### src/rtl/fwd_hazard_unit.sv
// fwd_hazard_unit: operand forwarding and hazard detection for a 5-stage MIPS pipeline.
// For each of NSRC ID-stage source operands, picks EX, MEM, WB or register-file data.
// Stalls ID on load-use hazards and on RAW/structural hazards against one
// in-flight multi-cycle MDU op. Also keeps a saturating count of stall cycles.
//
// Ports:
//   clk, rst_n                    clock, asynchronous active-low reset
//   id_valid, flush               ID instruction valid / killed this cycle
//   id_src_addr, id_src_used      ID source operands (operand i at [i*AW +: AW])
//   id_mdu_issue, id_mdu_waddr    ID instruction is an MDU op, and its destination
//   ex_wen, ex_waddr, ex_is_load  EX-stage producer
//   mem_wen, mem_waddr            MEM-stage producer
//   wb_wen, wb_waddr              WB-stage producer
//   fwd_sel                       per operand: 00 regfile, 01 EX, 10 MEM, 11 WB (combinational)
//   stall                         hold PC and IF/ID, bubble into EX (combinational)
//   mdu_busy                      MDU scoreboard entry valid
//   stall_cnt                     saturating stall-cycle counter
module fwd_hazard_unit #(
    parameter int unsigned NSRC    = 2,
    parameter int unsigned AW      = 5,
    parameter int unsigned MDU_LAT = 4,
    parameter int unsigned CNT_W   = 16
) (
    input  logic                 clk,
    input  logic                 rst_n,
    input  logic                 id_valid,
    input  logic [NSRC*AW-1:0]   id_src_addr,
    input  logic [NSRC-1:0]      id_src_used,
    input  logic                 id_mdu_issue,
    input  logic [AW-1:0]        id_mdu_waddr,
    input  logic                 flush,
    input  logic                 ex_wen,
    input  logic [AW-1:0]        ex_waddr,
    input  logic                 ex_is_load,
    input  logic                 mem_wen,
    input  logic [AW-1:0]        mem_waddr,
    input  logic                 wb_wen,
    input  logic [AW-1:0]        wb_waddr,
    output logic [NSRC*2-1:0]    fwd_sel,
    output logic                 stall,
    output logic                 mdu_busy,
    output logic [CNT_W-1:0]     stall_cnt
);

    localparam int unsigned LAT_W = (MDU_LAT > 1) ? $clog2(MDU_LAT) : 1;

    logic                mdu_busy_q, mdu_busy_d;
    logic [LAT_W-1:0]    mdu_cnt_q,  mdu_cnt_d;
    logic [AW-1:0]       mdu_dest_q, mdu_dest_d;
    logic [CNT_W-1:0]    stall_cnt_q, stall_cnt_d;

    logic [NSRC*2-1:0]   fwd_sel_c;
    logic                load_use_c;
    logic                mdu_raw_c;
    logic                mdu_struct_c;
    logic                stall_c;
    logic                mdu_accept_c;

    // Forwarding select and per-operand hazard detection; youngest producer wins.
    always_comb begin
        fwd_sel_c  = '0;
        load_use_c = 1'b0;
        mdu_raw_c  = 1'b0;
        for (int i = 0; i < int'(NSRC); i++) begin
            if (id_src_used[i] && (id_src_addr[i*AW +: AW] != '0)) begin
                if (ex_wen && (ex_waddr == id_src_addr[i*AW +: AW])) begin
                    // Load data is not ready in EX; leave regfile select and stall instead.
                    if (ex_is_load) begin
                        load_use_c = 1'b1;
                    end else begin
                        fwd_sel_c[i*2 +: 2] = 2'b01;
                    end
                end else if (mem_wen && (mem_waddr == id_src_addr[i*AW +: AW])) begin
                    fwd_sel_c[i*2 +: 2] = 2'b10;
                end else if (wb_wen && (wb_waddr == id_src_addr[i*AW +: AW])) begin
                    fwd_sel_c[i*2 +: 2] = 2'b11;
                end
                if (mdu_busy_q && (mdu_dest_q == id_src_addr[i*AW +: AW])) begin
                    mdu_raw_c = 1'b1;
                end
            end
        end
    end

    assign mdu_struct_c = id_mdu_issue && mdu_busy_q;
    assign stall_c      = rst_n && id_valid && !flush && (load_use_c || mdu_raw_c || mdu_struct_c);
    assign mdu_accept_c = id_valid && id_mdu_issue && !stall_c && !flush;

    // Combinational outputs are forced low while reset is held.
    assign fwd_sel   = rst_n ? fwd_sel_c : '0;
    assign stall     = stall_c;
    assign mdu_busy  = mdu_busy_q;
    assign stall_cnt = stall_cnt_q;

    // MDU scoreboard next state: busy for exactly MDU_LAT cycles after acceptance.
    always_comb begin
        mdu_busy_d = mdu_busy_q;
        mdu_cnt_d  = mdu_cnt_q;
        mdu_dest_d = mdu_dest_q;
        if (mdu_accept_c) begin
            mdu_busy_d = 1'b1;
            mdu_cnt_d  = LAT_W'(MDU_LAT - 1);
            mdu_dest_d = id_mdu_waddr;
        end else if (mdu_busy_q) begin
            if (mdu_cnt_q == '0) begin
                mdu_busy_d = 1'b0;
            end else begin
                mdu_cnt_d = mdu_cnt_q - LAT_W'(1);
            end
        end
    end

    // Saturating stall-cycle counter.
    always_comb begin
        stall_cnt_d = stall_cnt_q;
        if (stall_c && (stall_cnt_q != '1)) begin
            stall_cnt_d = stall_cnt_q + CNT_W'(1);
        end
    end

    always_ff @(posedge clk or negedge rst_n) begin
        if (!rst_n) begin
            mdu_busy_q  <= 1'b0;
            mdu_cnt_q   <= '0;
            mdu_dest_q  <= '0;
            stall_cnt_q <= '0;
        end else begin
            mdu_busy_q  <= mdu_busy_d;
            mdu_cnt_q   <= mdu_cnt_d;
            mdu_dest_q  <= mdu_dest_d;
            stall_cnt_q <= stall_cnt_d;
        end
    end

endmodule
### config.mk
export PLATFORM = sky130hd
export DESIGN_NAME = fwd_hazard_unit
export DESIGN_NICKNAME = d
export VERILOG_FILES = /design/src/rtl/fwd_hazard_unit.sv
export SDC_FILE = /design/constraint.sdc
export NUM_CORES = 1
export LEC_CHECK = 0
export BUFFER_PORTS_ARGS = -buffer_cell sky130_fd_sc_hd__buf_4
export CORE_ASPECT_RATIO = 1.5
export CORE_MARGIN = 2
export CORE_UTILIZATION = 45
export DETAILED_ROUTE_END_ITERATION = 8
export HOLD_SLACK_MARGIN = 0.12
export PLACE_DENSITY = 0.76
export SLEW_MARGIN = 25
export SYNTH_ARGS = -nofsm -noshare
export SYNTH_HDL_FRONTEND = slang
export SYNTH_SLANG_ARGS = --single-unit
### constraint.sdc
create_clock -name clk -period 2.9 [get_ports clk]
set_input_delay 0.58 -clock clk [delete_from_list [all_inputs] [get_ports clk]]
set_output_delay 0.58 -clock clk [all_outputs]
set_load 0.02 [all_outputs]
# Word-level counts from Yosys, hierarchy flattened
# Index checks and enable logic that the tools add are counted.
[classes] reduce_logical=27 n_eq_ne=10 mux=26 addsub=2
[op_table] op="5-bit equality test" n=8
[op_table] op="2-bit 2-to-1 mux" n=11
[op_table] op="1-bit logical AND" n=18
[op_table] op="16-bit by 1-bit adder with 16-bit output (second input constant)" n=1
[op_table] op="16-bit inequality test (second input constant)" n=1
[op_table] op="1-bit 2-to-1 mux" n=14
[op_table] op="5-bit nonzero test" n=2
[op_table] op="4-bit 2-to-1 mux" n=1
[op_table] op="1-bit logical NOT" n=2
[op_table] op="2-bit logical NOT" n=1
[op_table] op="1-bit logical OR" n=2
[op_table] op="2-bit inequality test (second input constant)" n=1
[op_table] op="2-bit AND reduction" n=1
[op_table] op="2-bit nonzero test" n=1
[op_table] op="2-bit by 1-bit subtractor with 2-bit output (second input constant)" n=1
[word_totals] ff_bits=24 in_bits=41 output_inout_bits=22 elab_cells=69

# Longest topological paths before layout
[logic_depth] word_depth=15 ltp_mapped=9 mapped_depth_nobuf=7

# Worst setup path before layout
# OpenSTA, ideal clock, no wires.
[synth_path] path_kind="input to output" start="in id_src_addr[3]" end="out stall" stages=7 n_path_buf=2 t_arrival_ns=2.052 path_slack_ns=0.268 cell_sequence="buf_6 -> xor2_1 -> nor4_2 -> nand3_1 -> a2111oi_4 -> a211o_4 -> buf_12"
[synth_between] elab_chain_cells=10 elab_cells_between_ends=18
[synth_lines] item="start: declaration" line="27" source="input logic [NSRC*AW-1:0] id_src_addr,"
[synth_lines] item="5-bit equality test" line="66" source="if (ex_wen && (ex_waddr == id_src_addr[i*AW +: AW])) begin"
[synth_lines] item="1-bit logical AND" line="66"
[synth_lines] item="1-bit 2-to-1 mux" line="66"
[synth_lines] item="1-bit 2-to-1 mux" line="65" source="if (id_src_used[i] && (id_src_addr[i*AW +: AW] != '0)) begin"
[synth_lines] item="1-bit 2-to-1 mux" line="68" source="if (ex_is_load) begin"
[synth_lines] item="1-bit 2-to-1 mux" line="66"
[synth_lines] item="1-bit 2-to-1 mux" line="65"
[synth_lines] item="1-bit logical OR * (2 in a row)" line="86" source="assign stall_c = rst_n && id_valid && !flush && (load_use_c || mdu_raw_c || mdu_struct_c);"
[synth_lines] item="1-bit logical AND *" line="86"
[synth_lines] item="end: declaration" line="40" source="output logic stall,"
# Every way passes the cells marked *; elsewhere a longest branch is shown, timed or not.

# Final worst setup path
[layout_path] start="in id_src_addr[1]" end="out stall"
# Same word-level chain as after synthesis.

==> results by group <==
Outcome
  • Status: complete, no violations

Clock tree
  • Post-CTS Setup Inserts: 0
  • Root Driver: clkbuf_8
  • CTS tree: built
  • Clk Latency, worst-skew pair: 270 ps
  • CTS Sinks: 24
  • Worst-path clk slew: 80 ps
  • CTS Buf Count: 3
  • H-tree Lvls: 1
  • Post-CTS Hold Buffers: 0
  • PostCTS Resize Cnt: 0
  • Clock Path Buffers: 2

Global route
  • Global route overflow: 0
  • First-pass GRT wire length: 7760 µm
  • Vias in the first global route: 1670
  • Total GRT Usage: 20.2%
  • Largest net degree at the start of global routing: 20
  • Initial antenna violation count: 0

Detailed routing
  • Post-DRT Antenna Nets: 0
  • Number of vias per cell: 5.41
  • Drt wl/cell: 15.5 µm
  • DRT iter0 DRCs: 48
  • DR pass1 iterations: 4
  • DRC viols: 0
  • Via Count: 1622
  • Total routed wirelength: 4650 µm

Finish
  • Filler cells: 376
  • Register Area: 601 µm²
  • # diodes: 0
  • Area occupied by multi-input gates: 1220 µm²
  • Share of layout cells above drive strength 1: 37.4%
  • Final net count: 298
  • Final Instance Area: 2430 µm²
  • Util after Layout: 58.3%
  • Area delta synth->final: 26.1%

Floorplanning
  • Core region area: 4170 µm²
  • Rows: 29
  • Die Width: 57.5 µm
  • Overall die height: 84.2 µm
  • I/O Pins: 63
  • Starting density of the core: 46.3%
  • Die area: 4840 µm²

Placement
  • Placer's final routability congestion estimate: 0.920
  • # port buffers: 62
  • Placed Area: 2380 µm²
  • DPL Wire Length: 3750 µm

Synth
  • Post-synthesis cell count: 197
  • XOR/XNOR Fraction of Synth Area: 25.0%
  • Synth Area per Inst: 9.80 µm²
  • Post-synth top area cell: dfrtp_1
  • Multiplexer area fraction after synthesis: 5.83%
  • Syn_nets: 240
  • Top-count cell post-synth: xor2_1
  • Synthesized-area fraction occupied by and/or/nand/nor cells: 23.8%
  • Netlist cell types: 45
  • Async S/R FF share, synth: 100%
  • #FFs+latches synth: 24
  • Number of synthesized flops with an enable pin: 0
  • Seq/Total Area, Yosys: 31.1%
  • Adder-cell area share of the yosys netlist: 1.30%
  • Top FF cell, synth: dfrtp_1
  • Mapped Area: 1930 µm²
  • Top post-synthesis cells by count: xor2_1, dfrtp_1, xnor2_1
  • Ranking of synthesized cells by area: dfrtp_1, xor2_1, xnor2_1
  • Synth top area share: 31.1%
  • Compound-cell area share of the yosys netlist: 7.13%
  • Combinational family with the most area after synthesis: XOR/XNOR gates
  • Yosys warns: 0

Pwr
  • Maximum vdd drop: 0.000320 V
  • Static Leakage: 0.00109 µW
  • Pwr per Cell Area: 444 nW/µm²
  • Power, Total: 1080 µW

Timing
  • Fin Clk Skew: 4.40 ps
  • Worst-Margin Slew: 577 ps
  • Crit share post-route: 96.0%
  • Hold Slack: 130 ps
  • Minimum clock period after layout: 2780 ps
  • TNS Setup: 0 ps
  • Max-slew violation count: 0
  • F_max: 359 MHz
  • Final setup vio count: 0
  • Fin. Hold Viols: 0
  • Slew headroom: 61.2%
  • RSZ-0062 raised after global routing: false

Critical path
  • Crit Path Max Fanout: 6
  • Worst EP required: 2320 ps
  • Kind of critical path: input port to output port
  • Startpoint class of the critical path: input port
  • CP endpoint kind: output port
  • Critical path arrival: 2200 ps

Hold path
  • Hold Path Class: input port to async pin

Job
  • Max cap viols: 0
[state kept, by name, indices dropped and copies added, names as in the netlist]
| register | flops |
|---|---|
| mdu_busy | 1 |
| mdu_cnt_q | 2 |
| mdu_dest_q | 5 |
| stall_cnt | 16 |
[cell families after synthesis]
family                   Yosys count
adder cells (fa/ha/maj)            2
multiplexers                       8
buffers and inverters             17
AND/OR/NAND/NOR                   77
AO/OA/AOI/OAI                     14
flip-flops                        24
XOR/XNOR                          55
[final timing paths]
kind | end | cells after the start | from | slack [ps]
max in group asynchronous | mdu_cnt_q[0] | 2 | rst_n | 2310
min in group clk | stall_cnt[9] | 1 | stall_cnt[9] | 490
worst min-delay path | mdu_busy | 1 | rst_n | 130
worst max-delay path | stall | 7 | id_src_addr[1] | 120
worst min register to register | stall_cnt[9] | 1 | stall_cnt[9] | 490
worst max register to register | stall_cnt[11] | 7 | stall_cnt[7] | 490
[cells in the final DEF, fill, tap and decap left out, types with 2 or more instances in the layout]
master / instances
nor2_1: 12
nand3_2: 5
mux2_4: 6
nand2_1: 11
or2_2: 2
nand3_1: 13
nor2b_1: 2
xnor2_1: 23
ha_1: 2
nor3_1: 3
mux2_2: 2
nand4_1: 7
inv_1: 6
buf_4: 64
dfrtp_1: 24
clkbuf_8: 4
a21oi_1: 2
o21ai_0: 2
xor2_1: 32
nor4_1: 5
and3_1: 6
[critical path, stage by stage]
cell	delay [ps]
buf_4	150
xnor2_1	230
nand4_1	120
or2_2	300
a2111oi_4	450
a211o_4	220
buf_4	160
[power breakdown]
| group | internal (µW) | total [µW] | switching, µW |
|---|---|---|---|
| sequential | 393 | 463 | 70.6 |
| clock | 121 | 231 | 109 |
| combinational | 201 | 387 | 186 |
[through the flow]
stage | cells | worst slack, ps
3_3_place_gp | 296 | 167
6_report | 300 | 115
2_1_floorplan | 197 | 268
5_1_grt | 300 | 45.2
4_1_cts | 300 | 114
3_5_place_dp | 296 | 116
[cell type report]
type | count | share of cell area (%)
Multi-Input combinational cell | 156 | 50.0
Clock buffer | 4 | 2.26
Inverter | 6 | 0.925
Sequential cell | 24 | 24.7
Timing Repair Buffer | 64 | 19.7
Tap cell | 46 | 2.37
[metal layers]
metal	track usage [%]	routed length, µm	up-vias
met5	0	0	-
met4	7.82	99	0
met3	2.62	234	7
met2	36.4	2450	54
met1	23.5	1860	770
li1	-	-	791
(Power assumes the default switching activity.)
